`src/rtl/bit_stream_tx_if.sv`:
```
// Word handshake and serial output bundle for bit_stream_tx.
// master drives words in and watches the line; slave is the transmitter.
interface bit_stream_tx_if #(
    parameter int unsigned WIDTH = 8
);
    logic             din_valid;
    logic [WIDTH-1:0] din_data;
    logic             din_ready;
    logic             dout;
    logic             dout_valid;
    logic             last;
    logic             busy;

    modport master (
        output din_valid,
        output din_data,
        input  din_ready,
        input  dout,
        input  dout_valid,
        input  last,
        input  busy
    );

    modport slave (
        input  din_valid,
        input  din_data,
        output din_ready,
        output dout,
        output dout_valid,
        output last,
        output busy
    );
endinterface

```
`src/rtl/bit_stream_tx.sv`:
```
// Parallel-to-serial transmitter: accepts a WIDTH-bit word, shifts it out
// MSB first one bit per clock, then idles GAP cycles before the next word.
module bit_stream_tx #(
    parameter int unsigned WIDTH = 8,
    parameter int unsigned GAP   = 2
) (
    input  logic            clk,
    input  logic            rst,
    bit_stream_tx_if.slave  bus
);
    localparam int unsigned CW = $clog2(WIDTH);
    localparam int unsigned GW = (GAP > 0) ? $clog2(GAP + 1) : 1;
    localparam logic [CW-1:0] BIT_LAST = CW'(WIDTH - 1);
    localparam logic [GW-1:0] GAP_LAST = GW'((GAP > 0) ? GAP - 1 : 0);

    typedef enum logic [1:0] {
        S_IDLE,
        S_SHIFT,
        S_GAP
    } state_t;

    state_t           state, state_next;
    logic [WIDTH-1:0] shreg, shreg_next;
    logic [CW-1:0]    bit_cnt, bit_cnt_next;
    logic [GW-1:0]    gap_cnt, gap_cnt_next;
    logic             dout_q, dout_next;
    logic             dout_valid_q, dout_valid_next;
    logic             last_q, last_next;
    logic             busy_q, busy_next;

    always_comb begin
        state_next   = state;
        shreg_next   = shreg;
        bit_cnt_next = bit_cnt;
        gap_cnt_next = gap_cnt;
        case (state)
            S_IDLE: begin
                if (bus.din_valid) begin
                    shreg_next   = bus.din_data;
                    bit_cnt_next = '0;
                    state_next   = S_SHIFT;
                end
            end
            S_SHIFT: begin
                shreg_next   = {shreg[WIDTH-2:0], 1'b0};
                bit_cnt_next = bit_cnt + 1'b1;
                if (bit_cnt == BIT_LAST) begin
                    gap_cnt_next = '0;
                    state_next   = (GAP > 0) ? S_GAP : S_IDLE;
                end
            end
            S_GAP: begin
                gap_cnt_next = gap_cnt + 1'b1;
                if (gap_cnt == GAP_LAST) begin
                    state_next = S_IDLE;
                end
            end
            default: state_next = S_IDLE;
        endcase

        // Outputs are registered: decode them from the upcoming state so
        // they line up with the shift register contents of the next cycle.
        dout_valid_next = (state_next == S_SHIFT);
        dout_next       = dout_valid_next & shreg_next[WIDTH-1];
        last_next       = dout_valid_next && (bit_cnt_next == BIT_LAST);
        busy_next       = (state_next != S_IDLE);
    end

    always_ff @(posedge clk or negedge rst) begin
        if (!rst) begin
            state        <= S_IDLE;
            shreg        <= '0;
            bit_cnt      <= '0;
            gap_cnt      <= '0;
            dout_q       <= 1'b0;
            dout_valid_q <= 1'b0;
            last_q       <= 1'b0;
            busy_q       <= 1'b0;
        end else begin
            state        <= state_next;
            shreg        <= shreg_next;
            bit_cnt      <= bit_cnt_next;
            gap_cnt      <= gap_cnt_next;
            dout_q       <= dout_next;
            dout_valid_q <= dout_valid_next;
            last_q       <= last_next;
            busy_q       <= busy_next;
        end
    end

    assign bus.din_ready  = (state == S_IDLE);
    assign bus.dout       = dout_q;
    assign bus.dout_valid = dout_valid_q;
    assign bus.last       = last_q;
    assign bus.busy       = busy_q;
endmodule

```
`src/flat_wrapper.sv`:
```
// flat-port wrapper written by rule: the top's interface ports become plain ports
module bit_stream_tx_flat 
#(
    parameter int unsigned WIDTH = 8,
    parameter int unsigned GAP   = 2
)
  (clk, rst, bus_din_valid, bus_din_data, bus_din_ready, bus_dout, bus_dout_valid, bus_last, bus_busy);
  bit_stream_tx_if #(.WIDTH(WIDTH)) bus_i ();
  input  logic clk;
  input  logic rst;
  input wire logic [$bits(bus_i.din_valid)-1:0] bus_din_valid;
  input wire logic [$bits(bus_i.din_data)-1:0] bus_din_data;
  output wire logic [$bits(bus_i.din_ready)-1:0] bus_din_ready;
  output wire logic [$bits(bus_i.dout)-1:0] bus_dout;
  output wire logic [$bits(bus_i.dout_valid)-1:0] bus_dout_valid;
  output wire logic [$bits(bus_i.last)-1:0] bus_last;
  output wire logic [$bits(bus_i.busy)-1:0] bus_busy;
  assign bus_i.din_valid = bus_din_valid;
  assign bus_i.din_data = bus_din_data;
  assign bus_din_ready = bus_i.din_ready;
  assign bus_dout = bus_i.dout;
  assign bus_dout_valid = bus_i.dout_valid;
  assign bus_last = bus_i.last;
  assign bus_busy = bus_i.busy;
  bit_stream_tx #(.WIDTH(WIDTH), .GAP(GAP)) u_core (.clk(clk), .rst(rst), .bus(bus_i));
endmodule
```
`config.mk`:
```
export PLATFORM = sky130hd
export DESIGN_NAME = bit_stream_tx_flat
export DESIGN_NICKNAME = d
export VERILOG_FILES = /design/src/rtl/bit_stream_tx_if.sv /design/src/rtl/bit_stream_tx.sv /design/src/flat_wrapper.sv
export SDC_FILE = /design/constraint.sdc
export NUM_CORES = 1
export LEC_CHECK = 0
export ABC_CLOCK_PERIOD_IN_PS = 2600
export CAP_MARGIN = 20
export CORE_MARGIN = 5
export CORE_UTILIZATION = 51
export DETAILED_ROUTE_END_ITERATION = 16
export PLACE_DENSITY_LB_ADDON = 0.08
export SLEW_MARGIN = 10
export SYNTH_ARGS = -nofsm -noshare
export SYNTH_HDL_FRONTEND = slang
export SYNTH_SLANG_ARGS = --single-unit
```
`constraint.sdc`:
```
create_clock -name clk -period 2.6 [get_ports clk]
set_input_delay 0.65 -clock clk [delete_from_list [all_inputs] [get_ports clk]]
set_output_delay 0.65 -clock clk [all_outputs]
set_load 0.01 [all_outputs]
```
* After elaboration in Yosys (flattened, before gate mapping) *
Cells that the tools add are included.
W data, S select, Z words.

storage, ports and cells
  register bits = 19
  word-level logic and storage cells = 37

cells by class
  add/sub/neg operators = 2
  eq/ne operators = 8
  mux-type cells = 10
  bitwise operators = 1
  reductions and logical operators = 7

operators by type and width
  kind                   count
  $pmux W8 S2            1
  $mux W2                4
  $mux W8                1
  $eq A2 B1 Y1 const B   3
  $eq A3 B3 Y1 const B   2
  $pmux W2 S3            1
  $pmux W3 S2            1
  $reduce_bool A2 Y1     3
  $pmux W2 S2            1
  $reduce_and A2 Y1      2
  $add A3 B1 Y3 const B  1
  $mux W3                1
  $add A2 B1 Y2 const B  1
  $eq A2 B2 Y1 const B   1
  $logic_not A2 Y1       1
  $ne A2 B1 Y1 const B   1
  $ne A2 B2 Y1 const B   1
  $and A1 B1 Y1          1
  $logic_and A1 B1 Y1    1

* Logic depth before layout (Yosys ltp) *
Gate-level depths: netlist of run 1.

  word-level depth = 5
  mapped depth = 5
  gate-level depth less buffers = 5

* Worst setup path after synthesis of run 1 *
OpenSTA, ideal clock, no wires.

  path type = register to output
  start point = register u_core.state[1]
  end point = output bus_din_ready
  arrival = 0.855 ns
  slack = 1.095 ns
  cell stages (with the launch flop) = 4
  path buffers = 2
  cells stage by stage = dfrtp_1 > buf_6 > clkbuf_1 > nor2_1

on the way
  cells in the longest elaborated chain, start to end = 1

RTL lines
  what                    RTL line             text
  from (decl)             bit_stream_tx.sv:22  state_t state, state_next;
  from (signal assigned)  bit_stream_tx.sv:80  state <= state_next;
  $logic_not A2 Y1        bit_stream_tx.sv:91  assign bus.din_ready = (state == S_IDLE);
  to (decl)               flat_wrapper.sv:13   output wire logic [$bits(bus_i.din_ready)-1:0] bus_din_ready;

Every way passes these cells.

* Worst setup path after layout of run 1 *
Ends and elaborated chain as after synthesis.

==> results of run 1 <==
-- report_power, final --
group | leakage (nW) | internal (mW) | switching (mW) | total [mW]
clock network | 0.0150 | 0.0597 | 0.0842 | 0.144
logic | 0.205 | 0.252 | 0.241 | 0.492
registers | 0.242 | 0.407 | 0.0581 | 0.466
total | 0.462 | 0.719 | 0.383 | 1.10
-- kinds of logic after synthesis --
kind of cell             Yosys count  share of synthesized area, %
multiplexers                       1                          1.29
adder cells (fa/ha/maj)            3                          4.29
flip-flops                        19                          54.3
AO/OA/AOI/OAI                     27                          21.9
buffers and inverters              6                          4.43
XOR/XNOR                           1                          1.00
AND/OR/NAND/NOR                   21                          12.9
-- stage by stage --
step | area (um2) | std cells
after floorplan | 876 | 78
after global placement | 1040 | 109
after detailed placement | 1040 | 109
after CTS | 1060 | 113
after global routing | 1060 | 113
final | 1060 | 113
-- cells in the mapped netlist, drive strengths merged --
cell	n
mux2	1
a22o	2
o21ai	8
nor2	1
nand2b	3
clkbuf	1
dfrtp	19
a22oi	7
ha	3
xor2	1
and2	1
a2bb2oi	1
a221oi	1
and2b	2
or2	1
o21bai	1
inv	2
o22ai	1
a21oi	4
buf	3
nor2b	2
and4	1
nand2	10
a211oi	2
-- cell type report --
class / count / area, um2
fill: 134 / 606
clock buffer: 4 / 26.3
sequential: 19 / 475
inverter: 2 / 7.51
timing repair buffer: 18 / 173
tap: 17 / 21.3
multi-input combinational: 53 / 362
-- sequential cells by signal, indices dropped and copies added (netlist names) --
name,flops
u_core.bit_cnt,3
u_core.bus.dout,1
u_core.shreg,8
u_core.state,2
u_core.bus.busy,1
u_core.bus.dout_valid,1
u_core.gap_cnt,2
u_core.bus.last,1
-- worst min-delay path, cell delays in order (launching register included) --
cell     delay, ns
dfrtp_1       0.34
nand2_1       0.06
o21ai_0       0.06
-- path summary, 6_finish.rpt --
kind | slack, ns | cells past startpoint | endpoint | startpoint
min in group asynchronous | 0.68 | 2 | u_core.bus.dout_valid | rst
worst min register to register | 0.49 | 2 | u_core.shreg[7] | u_core.shreg[7]
worst max-delay path | 0.54 | 2 | bus_din_ready | u_core.state[1]
worst min-delay path | 0.49 | 2 | u_core.shreg[7] | u_core.shreg[7]
worst max register to register | 1.13 | 5 | u_core.bus.last | u_core.bit_cnt[0]
max in group asynchronous | 1.73 | 2 | u_core.shreg[1] | rst
-- placed cells by master (no fill, tap or decap) --
cell type,instances
ha_1,3
dfrtp_1,19
a22oi_1,7
o22ai_1,1
xor2_1,1
clkbuf_1,1
nand2_1,10
a21oi_1,3
mux2_2,1
o21ai_1,2
and2b_4,1
and4_1,1
a211oi_1,2
and2b_2,1
nand2b_1,3
clkdlybuf4s50_1,15
nor2b_1,2
nor2_1,1
a22o_1,2
or2_2,1
a2bb2oi_1,1
a221oi_1,1
and2_1,1
clkbuf_4,3
o21bai_4,1
a21oi_2,1
o21ai_0,6
inv_1,2
buf_4,3
-- layer usage --
metal | up-vias | part of all wire, %
li1 | 314 | -
met1 | 297 | 43
met2 | 19 | 48
met3 | 4 | 6.4
met4 | 0 | 2.5
met5 | - | 0
==> results.py, run 1 <==
metrics = {
    "run_status": {
        "status": "complete, no violations",
    },
    "hold_path": {
        "hold_class": "reg2reg",
    },
    "drt": {
        "drtAntennaViolNets": 0,
        "drt_wl_total_um": 1630,
        "vias": 634,
        "drt_iter0_drc": 11,
        "drc": 0,
        "wl_per_cell_um": 14.4,
        "firstDrtPassIters": 5,
        "viasPerCell": 5.61,
    },
    "clock_network": {
        "post_cts_resized": 0,
        "htree_levels": 1,
        "cts_buffers": 3,
        "clk_pin_slew_ns": 0.10,
        "postCtsHoldBufs": 0,
        "insertion_delay_ns": 0.29,
        "cts_buffer_depth": 2,
        "post_cts_buffers": 0,
        "cts_tree": "yes",
        "cts_sinks": 19,
        "root_buffer": "clkbuf_4",
    },
    "sta": {
        "setup-tns-final_ns": 0,
        "tightest_slew_ns": 0.269,
        "period_minus_slack_ns": 2.06,
        "hold_slack_ns": 0.491,
        "final-setup-viol-count": 0,
        "hold_violations": 0,
        "period_share_pct": 79.1,
        "final_max_slew_viol_count": 0,
        "rsz0062_at_grt": "no",
        "fmax_mhz": 486,
        "clock_skew_ns": 0.00168,
        "slew_headroom_pct": 82.0,
        "setup_slack_ns": 0.544,
    },
    "placement": {
        "hpwlAfterDp_um": 1180,
        "place.gp.congestion": 0.742,
        "pre_cts_ws_ns": 0.677,
        "numPortBuffers": 15,
    },
    "layout": {
        "area_delta_synth_final_pct": 21.6,
        "layout-drive-gt1-share_pct": 12.5,
        "fin_util_pct": 63.7,
        "num_antenna_cells": 0,
        "nNetsFinal": 111,
    },
    "setup_path": {
        "worstSetupEndpointType": "output pin",
        "crit_arrival_ns": 1.41,
        "cp_slowest_stage_delay_ns": 0.55,
        "cp_num_buf_inv": 1,
        "criticalPathCategory": "reg2out",
        "cp_cell_sequence": "nor2_1 -> clkdlybuf4s50_1",
        "critPathLaunchType": "flip-flop",
        "crit_slowest_cell": "clkdlybuf4s50_1",
        "crit_family": "buffers and inverters",
        "cp.required_ns": 1.95,
        "crit_path_max_fanout": 4,
    },
    "power": {
        "pwr_density_cell_nw_per_um2": 1030,
        "p_leak_nw": 0.462,
        "vdd_ir_drop_max_uv": 453,
        "finalPower_mw": 1.10,
    },
    "floorplanning": {
        "std_cell_rows": 15,
        "fp.dieH_um": 51.4,
        "io_pins": 16,
        "die-area_um2": 2650,
        "coreArea_um2": 1670,
        "start_util_pct": 52.4,
        "fp.dieW_um": 51.4,
    },
    "synthesis": {
        "seq_area_frac_synth_pct": 54.3,
        "netlist_instances": 78,
        "synth_top_cells_by_area": "dfrtp_1, a22oi_1, ha_1",
        "synth_top_cell_area_share_pct": 54.3,
        "synth.distinct_cells": 28,
        "synth_nets": 92,
        "yosysWarnings": 0,
        "ys_ff_latch": 19,
        "synth_area_um2": 876,
        "avgSynthCellArea_um2": 11.2,
        "yosys.area.top_type": "dfrtp_1",
    },
    "global_routing": {
        "met2_usage_pct": 23.5,
        "met3_usage_pct": 3.21,
        "grt_pass1_wl_um": 2710,
        "grt_usage_pct": 14.4,
        "antenna_found_initial": 0,
        "met1_usage_pct": 16.8,
        "grt_overflow_total": 0,
        "grt_max_degree": 20,
        "busiest_layer": "met2",
        "grt_pass1_vias": 615,
    },
    "flow_run": {
        "max_cap_violations": 0,
    },
}
Power figures use the tool's default switching activity.
==> inputs of run 2 (changes only) <==
--- a/config.mk
+++ b/config.mk
@@ -5,10 +5,10 @@
 export SDC_FILE = /design/constraint.sdc
 export NUM_CORES = 1
 export LEC_CHECK = 0
-export ABC_CLOCK_PERIOD_IN_PS = 2600
+export ABC_CLOCK_PERIOD_IN_PS = 1800
 export CAP_MARGIN = 20
 export CORE_MARGIN = 5
-export CORE_UTILIZATION = 51
+export CORE_UTILIZATION = 45
 export DETAILED_ROUTE_END_ITERATION = 16
 export PLACE_DENSITY_LB_ADDON = 0.08
 export SLEW_MARGIN = 10
==> constraint.sdc (replaced) <==
create_clock -name clk -period 1.8 [get_ports clk]
set_input_delay 0.45 -clock clk [delete_from_list [all_inputs] [get_ports clk]]
set_output_delay 0.45 -clock clk [all_outputs]
set_load 0.01 [all_outputs]
==> results.py, run 2 (synthesis gave the netlist of run 1 again) <==
metrics = {
    "run_status": {
        "status": "complete, no violations",
    },
    "sta": {
        "hold_violations": 0,
        "final-setup-viol-count": 0,
        "setup-tns-final_ns": 0,
        "clock_skew_ns": 0.00774,
        "final_max_slew_viol_count": 0,
        "slew_headroom_pct": 82.1,
        "tightest_slew_ns": 0.268,
        "fmax_mhz": 619,
        "period_minus_slack_ns": 1.61,
        "period_share_pct": 89.7,
        "rsz0062_at_grt": "no",
    },
    "setup_path": {
        "crit_slowest_cell": "clkdlybuf4s50_1",
        "cp_slowest_stage_delay_ns": 0.53,
        "reg2regPathDepth": 5,
        "cp_cell_sequence": "clkdlybuf4s50_1",
        "critPathLaunchType": "flip-flop",
        "worstSetupStartpoint": "u_core.bus.dout",
        "r2r_start": "u_core.bit_cnt[0]",
        "criticalPathCategory": "reg2out",
        "crit_path_max_fanout": 1,
        "critical_path_cell_count": 1,
        "crit_arrival_ns": 1.16,
        "r2r_slack_ns": 0.34,
        "crit_family": "buffers and inverters",
        "cp.required_ns": 1.35,
        "r2r-end": "u_core.bus.last",
        "cp_num_buf_inv": 1,
        "crit_path_end": "bus_dout",
        "worstSetupEndpointType": "output pin",
    },
    "global_routing": {
        "antenna_found_initial": 0,
        "grt_pass1_vias": 591,
        "grt_overflow_total": 0,
        "grt_max_degree": 20,
        "grt_usage_pct": 13.6,
        "grt_pass1_wl_um": 2760,
    },
    "clock_network": {
        "cts_buffer_depth": 2,
        "root_buffer": "clkbuf_4",
        "insertion_delay_ns": 0.30,
        "cts_sinks": 19,
        "cts_buffers": 3,
        "htree_levels": 1,
        "clk_pin_slew_ns": 0.11,
        "cts_tree": "yes",
        "post_cts_buffers": 0,
    },
    "drt": {
        "drc": 0,
        "firstDrtPassIters": 4,
        "viasPerCell": 5.16,
        "wl_per_cell_um": 13.1,
        "drt_iter0_drc": 8,
        "drtAntennaViolNets": 0,
        "drt_wl_total_um": 1610,
        "vias": 635,
    },
    "hold_path": {
        "hold_class": "in2async",
    },
    "placement": {
        "numPortBuffers": 15,
        "place.gp.congestion": 0.754,
        "hpwlAfterDp_um": 1140,
    },
    "layout": {
        "num_antenna_cells": 0,
        "final_common_cell": "dfrtp_1",
        "area_delta_synth_final_pct": 22.9,
        "layout-drive-gt1-share_pct": 12.5,
        "mostFrequentLayoutCells": "dfrtp_1, clkdlybuf4s50_1, nand2_1",
        "reg.largest.list": "u_core.shreg (8), u_core.bit_cnt (3)",
        "nNetsFinal": 111,
        "regMostFlops": "u_core.shreg",
        "nFillCells": 169,
        "largest_register_ffs": 8,
        "fin_util_pct": 56.6,
    },
    "floorplanning": {
        "fp.dieH_um": 54.1,
        "std_cell_rows": 16,
        "fp.dieW_um": 54.1,
        "io_pins": 16,
        "die-area_um2": 2930,
        "coreArea_um2": 1900,
        "start_util_pct": 46.1,
    },
    "power": {
        "p_leak_nw": 0.464,
        "pwr_density_cell_nw_per_um2": 1470,
        "vdd_ir_drop_max_uv": 769,
    },
    "flow_run": {
        "max_cap_violations": 0,
    },
}
## run 2: worst min-delay path by stage
stage | start | endpoint | cells after the start
3_5_place_dp | u_core.shreg[6] | u_core.shreg[6] | 2
5_1_grt | rst | u_core.shreg[6] | 2
4_1_cts | rst | u_core.shreg[6] | 2
6_report | rst | u_core.shreg[7] | 2
3_3_place_gp | u_core.shreg[7] | u_core.shreg[7] | 2
2_1_floorplan | rst | u_core.bit_cnt[0] | 0
## run 2: what timing repair did
action,4_1_cts,5_1_grt
gates resized for setup,1,0
hold buffers,0,0
setup endpoints to repair,1,0
## run 2: where the power goes
group          internal [mW]  total [mW]  switching, mW
sequential             0.588       0.669         0.0806
combinational          0.357       0.701          0.344
clock                 0.0863       0.215          0.129
total                   1.03        1.58          0.553
## run 2: routing by layer
metal  up-vias  global-route usage, %  routed length, um
li1        317                      -                  -
met3         2                   6.09                125
met4         0                   4.98                 19
met2        21                   20.8                751
met1       295                   16.9                716
met5         -                      0                  0
## run 2: through the flow
stage,area (um2),setup WS (ns),instances,hold WS [ns],power (mW)
floorplan,876,0.459,78,0.154,1.17
global placement,1050,0.123,119,0.457,1.37
detailed placement,1050,0.0742,119,0.477,1.39
CTS,1080,0.173,123,0.473,1.59
global route,1080,0.127,123,0.473,1.71
finish,1080,0.186,123,0.467,1.58
## run 2: cell type report
| type | count | area [um2] | area share (%) |
|---|---|---|---|
| Sequential cell | 19 | 475 | 44.2 |
| Clock buffer | 4 | 26.3 | 2.44 |
| Inverter | 2 | 7.51 | 0.698 |
| Timing Repair Buffer | 18 | 171 | 15.9 |
| Multi-Input combinational cell | 53 | 362 | 33.6 |
| Tap cell | 27 | 33.8 | 3.14 |
==> inputs of run 3 (changes only) <==
--- a/config.mk
+++ b/config.mk
@@ -11,6 +11,7 @@
 export CORE_UTILIZATION = 45
 export DETAILED_ROUTE_END_ITERATION = 16
 export PLACE_DENSITY_LB_ADDON = 0.08
+export SKIP_CTS_REPAIR_TIMING = 1
 export SLEW_MARGIN = 10
 export SYNTH_ARGS = -nofsm -noshare
 export SYNTH_HDL_FRONTEND = slang
==> constraint.sdc (replaced) <==
create_clock -name clk -period 1.8 [get_ports clk]
set_input_delay 0.36 -clock clk [delete_from_list [all_inputs] [get_ports clk]]
set_output_delay 0.36 -clock clk [all_outputs]
set_load 0.01 [all_outputs]
==> results.py, run 3 (synthesis gave the netlist of run 1 again) <==
metrics = {
    "drt": {
        "firstDrtPassIters": 4,
        "drt_wl_total_um": 1480,
        "drtAntennaViolNets": 0,
        "wl_per_cell_um": 12.0,
        "drt_iter0_drc": 9,
        "viasPerCell": 5.06,
        "drc": 0,
        "vias": 622,
    },
    "global_routing": {
        "grt_overflow_total": 0,
        "grt_pass1_wl_um": 2560,
        "grt_usage_pct": 12.5,
        "antenna_found_initial": 0,
        "grt_pass1_vias": 577,
        "grt_max_degree": 20,
    },
    "layout": {
        "num_antenna_cells": 0,
        "layout-drive-gt1-share_pct": 12.5,
        "largest_register_ffs": 8,
        "seq_area_um2": 475,
        "reg.largest.list": "u_core.shreg (8), u_core.bit_cnt (3)",
        "fin_util_pct": 56.6,
        "mostFrequentLayoutCells": "dfrtp_1, clkdlybuf4s50_1, nand2_1",
        "regMostFlops": "u_core.shreg",
        "final_common_cell": "dfrtp_1",
        "area_delta_synth_final_pct": 23.0,
        "multi_input_area_um2": 362,
        "nFillCells": 162,
        "nNetsFinal": 111,
    },
    "sta": {
        "final_max_slew_viol_count": 0,
        "final-setup-viol-count": 0,
        "rsz0062_at_grt": "no",
        "setup-tns-final_ns": 0,
        "clock_skew_ns": 0.00837,
        "slew_headroom_pct": 81.8,
        "tightest_slew_ns": 0.273,
        "fmax_mhz": 576,
        "hold_violations": 0,
        "period_share_pct": 96.5,
        "period_minus_slack_ns": 1.74,
        "setup_slack_ns": 0.0626,
        "hold_slack_ns": 0.394,
    },
    "floorplanning": {
        "coreArea_um2": 1900,
        "fp.dieH_um": 54.1,
        "die-area_um2": 2930,
        "fp.dieW_um": 54.1,
        "start_util_pct": 46.1,
        "io_pins": 16,
        "std_cell_rows": 16,
    },
    "clock_network": {
        "root_buffer": "clkbuf_4",
        "cts_sinks": 19,
        "cts_tree": "yes",
        "clk_pin_slew_ns": 0.11,
        "htree_levels": 1,
        "cts_buffer_depth": 2,
        "cts_buffers": 3,
        "insertion_delay_ns": 0.29,
    },
    "setup_path": {
        "crit_path_max_fanout": 2,
        "crit_arrival_ns": 1.38,
        "cp.required_ns": 1.44,
        "worstSetupEndpointType": "output pin",
        "criticalPathCategory": "reg2out",
        "critPathLaunchType": "flip-flop",
    },
    "placement": {
        "hpwlAfterDp_um": 1090,
        "place.gp.congestion": 0.754,
        "numPortBuffers": 15,
        "pre_cts_ws_ns": 0.141,
    },
    "hold_path": {
        "hold_class": "in2async",
    },
    "run_status": {
        "status": "complete, no violations",
    },
    "flow_run": {
        "max_cap_violations": 0,
    },
    "power": {
        "p_leak_nw": 0.462,
        "vdd_ir_drop_max_uv": 662,
        "pwr_density_cell_nw_per_um2": 1460,
    },
}
run 3: cell count changes in the layout (fill, tap and decap cells not counted), sizes merged:
cell,change
clkdlybuf4s50,+1
dlygate4sd2,-1
run 3: final cells by class:
cell class | count | area share [%]
Sequential cell | 19 | 44.1
Multi-Input combinational cell | 53 | 33.6
Timing Repair Buffer | 18 | 16.0
Tap cell | 27 | 3.14
Clock buffer | 4 | 2.44
Inverter | 2 | 0.697
run 3: final timing paths:
check / start / to / slack, ns / cells past startpoint
min in group clk: u_core.shreg[7] / u_core.shreg[7] / 0.49 / 2
worst max-delay path: u_core.state[1] / bus_din_ready / 0.06 / 2
worst min-delay path: rst / u_core.bus.dout_valid / 0.39 / 2
worst min register to register: u_core.shreg[7] / u_core.shreg[7] / 0.49 / 2
max in group asynchronous: rst / u_core.shreg[3] / 1.20 / 2
worst max register to register: u_core.bit_cnt[0] / u_core.bus.busy / 0.36 / 5
run 3: where the power goes:
| part | switching [mW] | leakage (nW) | total [mW] | internal (mW) |
|---|---|---|---|---|
| clock network | 0.124 | 0.0150 | 0.210 | 0.0860 |
| logic | 0.335 | 0.205 | 0.698 | 0.363 |
| registers | 0.0766 | 0.242 | 0.665 | 0.588 |
| total | 0.535 | 0.462 | 1.57 | 1.04 |
run 3: per-layer routing:
metal,share of wire [%],vias to the layer above,GRT usage [%]
li1,-,316,-
met2,48,12,20.0
met1,47,292,15.8
met3,5.1,2,3.05
met4,0.47,0,6.22
met5,0,-,0
run 3: critical path, cell delays in order, from the launching register on:
cell,delay (ns)
dfrtp_1,0.39
nor2_1,0.14
clkdlybuf4s50_1,0.56
run 3: through the flow:
step,std cells,cell area (um2),power [mW]
after CTS,123,1080,1.59
after global placement,119,1050,1.37
after floorplan,78,876,1.17
after global routing,123,1080,1.70
final,123,1080,1.57
after detailed placement,119,1050,1.38
